<file path="config.mk">
export PLATFORM = sky130hd
export DESIGN_NAME = pipe_reg_skid
export DESIGN_NICKNAME = d
export VERILOG_FILES = /design/src/rtl/pipe_reg_skid.sv
export SDC_FILE = /design/constraint.sdc
export NUM_CORES = 1
export LEC_CHECK = 0
export BUFFER_PORTS_ARGS = -buffer_cell sky130_fd_sc_hd__buf_2
export CELL_PAD_IN_SITES_DETAIL_PLACEMENT = 2
export CELL_PAD_IN_SITES_GLOBAL_PLACEMENT = 2
export CORE_UTILIZATION = 32
export CTS_BUF_LIST = sky130_fd_sc_hd__clkbuf_4 sky130_fd_sc_hd__clkbuf_8
export CTS_CLUSTER_SIZE = 12
export DETAILED_ROUTE_END_ITERATION = 7
export PLACE_DENSITY = 0.94
export SKIP_CTS_REPAIR_TIMING = 1
export SYNTH_ARGS = -nofsm -noshare
export SYNTH_HDL_FRONTEND = slang
export SYNTH_SLANG_ARGS = --single-unit
</file>
<file path="constraint.sdc">
create_clock -name clk -period 2.3 [get_ports clk]
set_input_delay 0.46 -clock clk [delete_from_list [all_inputs] [get_ports clk]]
set_output_delay 0.46 -clock clk [all_outputs]
set_load 0.02 [all_outputs]
</file>
<file path="src/rtl/pipe_reg_skid.sv">
`default_nettype none
// ============================================================================
//  Module      : pipe_reg_skid
//  Description : Two-entry registered pipeline stage (main + skid) between
//                the decode and execute stages. All outputs come straight
//                from flops, so there is no combinational path from any input
//                to any output. A taken-branch flush kills every held beat.
//                Two saturating performance counters track back-pressure
//                cycles and flushes that actually discarded work.
//  Revision    : 1.0 - initial release
// ----------------------------------------------------------------------------
//  Ports
//    clk        in   clock, rising edge
//    rst        in   synchronous active-high reset
//    up_valid   in   upstream offers a beat
//    up_ready   out  block accepts a beat this cycle (registered)
//    up_data    in   packed operands {a, a2, b, b2}
//    up_ctrl    in   control bits of the upstream beat
//    flush      in   discard all held beats
//    dn_valid   out  head beat valid (registered)
//    dn_ready   in   downstream consumes the head beat
//    dn_data    out  operands of the head beat (zero when not valid)
//    dn_ctrl    out  control of the head beat (zero when not valid)
//    occupancy  out  number of held beats, 0..2
//    stall_cnt  out  saturating count of dn_valid & ~dn_ready cycles
//    flush_cnt  out  saturating count of flushes with occupancy != 0
// ============================================================================
module pipe_reg_skid #(
    parameter int DATA_W = 32,
    parameter int CTRL_W = 16,
    parameter int CNT_W  = 16
) (
    input  logic                clk,
    input  logic                rst,
    input  logic                up_valid,
    output logic                up_ready,
    input  logic [4*DATA_W-1:0] up_data,
    input  logic [CTRL_W-1:0]   up_ctrl,
    input  logic                flush,
    output logic                dn_valid,
    input  logic                dn_ready,
    output logic [4*DATA_W-1:0] dn_data,
    output logic [CTRL_W-1:0]   dn_ctrl,
    output logic [1:0]          occupancy,
    output logic [CNT_W-1:0]    stall_cnt,
    output logic [CNT_W-1:0]    flush_cnt
);

    // State encoding equals the number of held beats, so the state register
    // doubles as the occupancy output.
    localparam logic [1:0] c_ST_EMPTY = 2'd0;
    localparam logic [1:0] c_ST_ONE   = 2'd1;
    localparam logic [1:0] c_ST_FULL  = 2'd2;

    localparam logic [CNT_W-1:0] c_CNT_MAX = {CNT_W{1'b1}};

    // ------------------------------------------------------------------
    // Registers
    // ------------------------------------------------------------------
    logic [1:0]          r_state;
    logic [4*DATA_W-1:0] r_main_data;
    logic [CTRL_W-1:0]   r_main_ctrl;
    logic [4*DATA_W-1:0] r_skid_data;
    logic [CTRL_W-1:0]   r_skid_ctrl;
    logic                r_up_ready;
    logic                r_dn_valid;
    logic [CNT_W-1:0]    r_stall_cnt;
    logic [CNT_W-1:0]    r_flush_cnt;

    // ------------------------------------------------------------------
    // Next-state values
    // ------------------------------------------------------------------
    logic                w_accept;
    logic                w_consume;
    logic [1:0]          w_state_nxt;
    logic [4*DATA_W-1:0] w_main_data_nxt;
    logic [CTRL_W-1:0]   w_main_ctrl_nxt;
    logic [4*DATA_W-1:0] w_skid_data_nxt;
    logic [CTRL_W-1:0]   w_skid_ctrl_nxt;
    logic [CNT_W-1:0]    w_stall_cnt_nxt;
    logic [CNT_W-1:0]    w_flush_cnt_nxt;

    // Handshakes use the registered ready/valid, which are exactly what the
    // neighbouring stages observe on the ports.
    assign w_accept  = up_valid & r_up_ready;
    assign w_consume = r_dn_valid & dn_ready;

    always_comb begin
        w_state_nxt     = r_state;
        w_main_data_nxt = r_main_data;
        w_main_ctrl_nxt = r_main_ctrl;
        w_skid_data_nxt = r_skid_data;
        w_skid_ctrl_nxt = r_skid_ctrl;

        case (r_state)
            c_ST_EMPTY: begin
                if (w_accept) begin
                    w_main_data_nxt = up_data;
                    w_main_ctrl_nxt = up_ctrl;
                    w_state_nxt     = c_ST_ONE;
                end
            end

            c_ST_ONE: begin
                if (w_accept && w_consume) begin
                    // Head leaves while the new beat replaces it in main.
                    w_main_data_nxt = up_data;
                    w_main_ctrl_nxt = up_ctrl;
                end else if (w_accept) begin
                    // Downstream stalled: park the new beat behind the head.
                    w_skid_data_nxt = up_data;
                    w_skid_ctrl_nxt = up_ctrl;
                    w_state_nxt     = c_ST_FULL;
                end else if (w_consume) begin
                    // Invalid entries are kept at zero so dn_* reads zero.
                    w_main_data_nxt = '0;
                    w_main_ctrl_nxt = '0;
                    w_state_nxt     = c_ST_EMPTY;
                end
            end

            c_ST_FULL: begin
                // up_ready is low here, so no accept can occur.
                if (w_consume) begin
                    w_main_data_nxt = r_skid_data;
                    w_main_ctrl_nxt = r_skid_ctrl;
                    w_skid_data_nxt = '0;
                    w_skid_ctrl_nxt = '0;
                    w_state_nxt     = c_ST_ONE;
                end
            end

            default: begin
                w_main_data_nxt = '0;
                w_main_ctrl_nxt = '0;
                w_skid_data_nxt = '0;
                w_skid_ctrl_nxt = '0;
                w_state_nxt     = c_ST_EMPTY;
            end
        endcase

        // Flush wins over every handshake: anything accepted or consumed in
        // this cycle is simply dropped along with the held beats.
        if (flush) begin
            w_main_data_nxt = '0;
            w_main_ctrl_nxt = '0;
            w_skid_data_nxt = '0;
            w_skid_ctrl_nxt = '0;
            w_state_nxt     = c_ST_EMPTY;
        end
    end

    // Counters look at the registered dn_valid/occupancy of the current
    // cycle, so a flush cycle with a stalled head still counts as a stall.
    always_comb begin
        w_stall_cnt_nxt = r_stall_cnt;
        w_flush_cnt_nxt = r_flush_cnt;
        if (r_dn_valid && !dn_ready && (r_stall_cnt != c_CNT_MAX)) begin
            w_stall_cnt_nxt = r_stall_cnt + 1'b1;
        end
        if (flush && (r_state != c_ST_EMPTY) && (r_flush_cnt != c_CNT_MAX)) begin
            w_flush_cnt_nxt = r_flush_cnt + 1'b1;
        end
    end

    // ------------------------------------------------------------------
    // Sequential update
    // ------------------------------------------------------------------
    always_ff @(posedge clk) begin
        if (rst) begin
            r_state     <= c_ST_EMPTY;
            r_main_data <= '0;
            r_main_ctrl <= '0;
            r_skid_data <= '0;
            r_skid_ctrl <= '0;
            r_up_ready  <= 1'b1;
            r_dn_valid  <= 1'b0;
            r_stall_cnt <= '0;
            r_flush_cnt <= '0;
        end else begin
            r_state     <= w_state_nxt;
            r_main_data <= w_main_data_nxt;
            r_main_ctrl <= w_main_ctrl_nxt;
            r_skid_data <= w_skid_data_nxt;
            r_skid_ctrl <= w_skid_ctrl_nxt;
            // Ready/valid are registered copies of the next state so the
            // ports never depend combinationally on inputs.
            r_up_ready  <= (w_state_nxt != c_ST_FULL);
            r_dn_valid  <= (w_state_nxt != c_ST_EMPTY);
            r_stall_cnt <= w_stall_cnt_nxt;
            r_flush_cnt <= w_flush_cnt_nxt;
        end
    end

    // ------------------------------------------------------------------
    // Outputs (pure register taps)
    // ------------------------------------------------------------------
    assign up_ready  = r_up_ready;
    assign dn_valid  = r_dn_valid;
    assign dn_data   = r_main_data;
    assign dn_ctrl   = r_main_ctrl;
    assign occupancy = r_state;
    assign stall_cnt = r_stall_cnt;
    assign flush_cnt = r_flush_cnt;

endmodule
`default_nettype wire
</file>
### After elaboration in Yosys (flattened, before gate mapping)

Cells that the tools add are included.

* $add $sub $neg: 2
* mux-type cells: 23
* bitwise gates (word level): 3
* reduce and logical (&&, ||, !) cells: 12
* equality and inequality tests: 11

Operators with widths (number)
* $mux W128: 6
* $pmux W128 S3: 2
* $mux W16: 6
* $pmux W16 S3: 2
* $add A16 B1 Y16 const B: 2
* $ne A16 B16 Y1 const B: 2
* $mux W2: 6
* $ne A2 B2 Y1 const B: 5
* $reduce_and A4 Y1: 2
* $ne A3 B3 Y1 const B: 2
* $pmux W2 S3: 1
* $logic_and A1 B1 Y1: 5
* $reduce_bool A2 Y1: 2
* $and A1 B1 Y1: 2
* $eq A2 B1 Y1 const B: 1
* $eq A2 B2 Y1 const B: 1
* $logic_not A2 Y1: 1
* $reduce_or A2 Y1: 1
* $logic_not A1 Y1: 1
* $not A1 Y1: 1

* flip-flop bits (word level): 324
* output and inout port bits: 180
* word-level logic and storage cells: 60
* input bits: 149

### Depth between registers and ports, before layout

* depth in word-level cells: 7
* mapped depth: 8

### Least setup slack after synthesis

OpenSTA, ideal clock, no wires.

* path type: flip-flop to flip-flop
* start point: register r_stall_cnt[0] (netlist: stall_cnt[0])
* end point: register r_stall_cnt[12] (netlist: stall_cnt[12])
* arrival time: 1.907 ns
* cell stages (with the launch flop): 7
* slack: 0.323 ns
* data required time: 2.230 ns
* cells stage by stage: dfxtp_1 > ha_1 > nand3_2 > or3_1 > buf_2 > or4_1 > a21oi_1

* word-level cells in the longest chain between the ends: 2
* elaborated cells on any way between the ends: 3
* classes of those cells: 1 x add/sub; 1 x eq/ne; 1 x reduce/logical

RTL lines
* start: declaration: line 67 `logic [CNT_W-1:0] r_stall_cnt;`
* start signal: assignment: line 190 `r_stall_cnt <= w_stall_cnt_nxt;`
* branches (longest 2 deep; another with $add A16 B1 Y16)

Several ways; the timed one is not identified.
A chain may end at the register's enable or synchronous reset.

### Worst setup path in the final report

* start point: register r_state[0] (netlist: occupancy[0])
* end point: register r_main_data[93] (netlist: dn_data[93])

* word-level cells in the longest chain between the ends: 3
* elaborated cells on any way between the ends: 9
* classes of those cells: 6 x eq/ne; 1 x mux; 2 x reduce/logical

RTL lines
* start: declaration: line 60 `logic [1:0] r_state;`
* start signal: assignment: line 171 `r_state <= c_ST_EMPTY;`
* start signal: assignment: line 181 `r_state <= w_state_nxt;`
* $eq A2 B1 Y1 (tied with other cells): line 95 `case (r_state)`
* $ne A3 B3 Y1 (no line) or $ne A2 B2 Y1 (tied branches)
* $reduce_and A4 Y1 (no line)
* end signal: assignment: line 182 `r_main_data <= w_main_data_nxt;`
* end: declaration: line 61 `logic [4*DATA_W-1:0] r_main_data;`

Parallel ways exist; a longest one is shown, timed or not.

==> flow_metrics.py <==
metrics = {
    "pwr": {
        "internal_power_uw": 9731,
        "switching_share_pct": 28.72,
        "power_frac_comb_pct": 12.8,
        "p_per_area_nw_per_um2": 734.2,
        "seq_power_share_pct": 42.8,
        "ir_worst_vdd_mv": 0.4001,
        "switchingPower_uw": 3920,
        "clockPowerShare_pct": 44.4,
        "leakage_uw": 0.007143,
    },
    "synth": {
        "avgSynthCellArea_um2": 7.915,
        "synth_area_um2": 14960,
        "synth_ff_type": "dfxtp_1",
        "synth_cell_types": 54,
        "syn_nets": 2041,
        "synth_warnings": 0,
        "async_flop_share_pct": 0,
        "synth_edf_count": 0,
        "syn_inst": 1890,
        "ys_ff_latch": 324,
        "ys_seq_area_share_pct": 43.36,
    },
    "routing": {
        "firstDrtPassIters": 5,
        "avgRoutedWirePerCell_um": 24.84,
        "drt-total-wl_um": 69420,
        "postRouteAntennaNets": 0,
        "dr_total_vias": 16160,
        "drt_iter0_drc": 921,
        "vias_per_cell": 5.784,
        "post-route-drc-count": 0,
    },
    "sta": {
        "fin_crit_ns": 2.223,
        "fin_setup_tns_ns": 0,
        "hold_viol": 0,
        "rsz0062_at_grt": "no",
        "whs_ns": 0.04894,
        "fmax_mhz": 449.8,
        "slew_viol_final": 0,
        "slew_headroom_pct": 26.02,
        "setup_viol": 0,
        "finClkSkew_ns": 0.01758,
        "period_share_pct": 96.67,
        "setup_slack_ns": 0.07670,
        "tightest_slew_ns": 1.110,
    },
    "place": {
        "dpl.hpwl_um": 42230,
        "placed_area_um2": 17280,
        "dp_slack_ns": 0.1082,
        "port_buffers": 328,
        "gp_congestion": 0.8151,
    },
    "job": {
        "maxCapViolCount": 0,
    },
    "setup_path": {
        "critical-path-slowest-cell": "dfxtp_4",
        "arrival_ns": 2.75,
        "critPathTopFamily": "simple AND/OR/NAND/NOR gates",
        "cp-start-kind": "flop",
        "critPathRequiredTime_ns": 2.83,
        "r2r_start": "occupancy[0]",
        "critPathKind": "flop to flop",
        "crit_buf_inv": 1,
        "cp_cell_sequence": "nor2b_1 > a32o_4 > buf_12 > a221oi_1 > nor3_1",
        "crit_path_max_fanout": 57,
        "slowest_delay_ns": 0.54,
        "startpoint": "occupancy[0]",
        "cp-end-kind": "flop",
    },
    "clocking": {
        "htreeDepth": 2,
        "path_clk_slew_ns": 0.07,
        "clockBufferDepth": 3,
        "clockRootBuffer": "clkbuf_8",
        "cts_tree": "done",
        "cts_buffers": 60,
        "clk_latency_ns": 0.66,
        "clock_sinks": 324,
    },
    "layout": {
        "final_cell_area_um2": 18590,
        "fin_util_pct": 40.62,
        "mostFrequentLayoutCells": "a21oi_1 (350), buf_2 (328), dfxtp_1 (322), nand2_1 (223), o21ai_0 (104)",
        "syn_to_final_growth_pct": 24.28,
        "fin_nets": 2290,
        "fillers": 5108,
        "multiInputGateArea_um2": 7740,
        "drive_above_1_share_pct": 25.48,
        "final_common_cell": "a21oi_1",
        "ff_latch_area_um2": 6494,
    },
    "grt": {
        "grt_pass1_vias": 17970,
        "grt_util_all_layers_pct": 28.16,
        "antenna_found_initial": 18,
        "grt_max_degree": 112,
        "grt_overflow": 0,
        "grt_pass1_wl_um": 105300,
    },
    "die": {
        "floorplan.core_area_um2": 45770,
        "dieWidth_um": 218.2,
        "io-pin-count": 329,
        "fp.dieArea_um2": 47620,
        "die_h_um": 218.2,
        "start_util_pct": 32.68,
        "row_count": 78,
    },
    "min_path": {
        "worstHoldStart": "up_data[101]",
        "hold_class": "input pin to flop",
    },
    "outcome": {
        "status": "complete, no violations",
    },
}
cell usage after synthesis, types with 12 or more instances:
cell type,n,area share (%)
a21oi_1,351,12
a221oi_1,52,3.0
and2_1,94,3.9
buf_2,46,1.5
clkbuf_1,141,3.5
dfxtp_1,324,43
mux2_2,52,3.9
nand2_1,223,5.6
nand2b_1,94,3.9
nand4_1,33,1.4
nor2_1,68,1.7
nor3_1,57,1.9
o21ai_0,104,3.5
o21ai_1,51,1.7
o22ai_1,92,3.8
or4_1,12,0.60
flip-flops by register name, indices dropped and copies added, names as in the netlist:
| name | flops |
|---|---|
| r_skid_data | 128 |
| dn_valid | 1 |
| r_skid_ctrl | 16 |
| occupancy | 2 |
| dn_ctrl | 16 |
| dn_data | 128 |
| flush_cnt | 16 |
| stall_cnt | 16 |
| up_ready | 1 |
layout make-up:
type	count	share of cell area, %
Multi-Input combinational cell	1363	41.63
Sequential cell	324	34.93
Clock buffer	101	6.602
Timing Repair Buffer	378	12.13
Clock inverter	4	0.2692
Antenna cell	12	0.1615
Inverter	12	0.2423
Tap cell	600	4.038
stage by stage:
step                cells  total power [uW]
finish               2794             13650
floorplan            1890              6904
CTS                  2782             13750
detailed placement   2677              7670
global placement     2677              7560
global route         2792             14100
power by group through the flow:
| stage | clock network, uW | registers [uW] | logic, uW |
|---|---|---|---|
| floorplan | 0 | 6060 | 843 |
| global placement | 0 | 5940 | 1620 |
| detailed placement | 0 | 5960 | 1710 |
| CTS | 6160 | 5840 | 1750 |
| global route | 6390 | 5850 | 1860 |
| finish | 6050 | 5840 | 1750 |
routing by layer:
metal / up-vias / global-route usage [%] / wire, um
met3: 175 / 6.430 / 3777
met5: - / 0 / 75
met1: 8218 / 31.43 / 27510
met4: 12 / 12.49 / 2458
met2: 518 / 50.66 / 35600
li1: 7238 / - / -
worst reg2reg max path: cells and delay by family, from the launching register on:
| kind | cells | cell delay (ns) |
|---|---|---|
| simple gates | 2 | 0.85 |
| flops | 1 | 0.54 |
| compound gates | 2 | 0.42 |
| buf+inv | 1 | 0.29 |
worst paths after layout:
kind | depth (start not counted) | slack [ns] | to
min | 3 | 0.05 | r_skid_data[101]
min reg2reg | 2 | 0.46 | dn_data[30]
max reg2reg | 5 | 0.08 | dn_data[93]
max | 5 | 0.08 | dn_data[93]
kinds of logic after synthesis:
kind of cell               share of synthesized area, %
AOI/OAI and AO/OA                                 25.44
xor gates and xnor gates                        0.05856
adders and majority gates                        0.1673
buffers and inverters                             5.487
DFF                                               43.36
muxes                                             4.282
and+or+nand+nor                                   21.20
(Power assumes the default switching activity.)
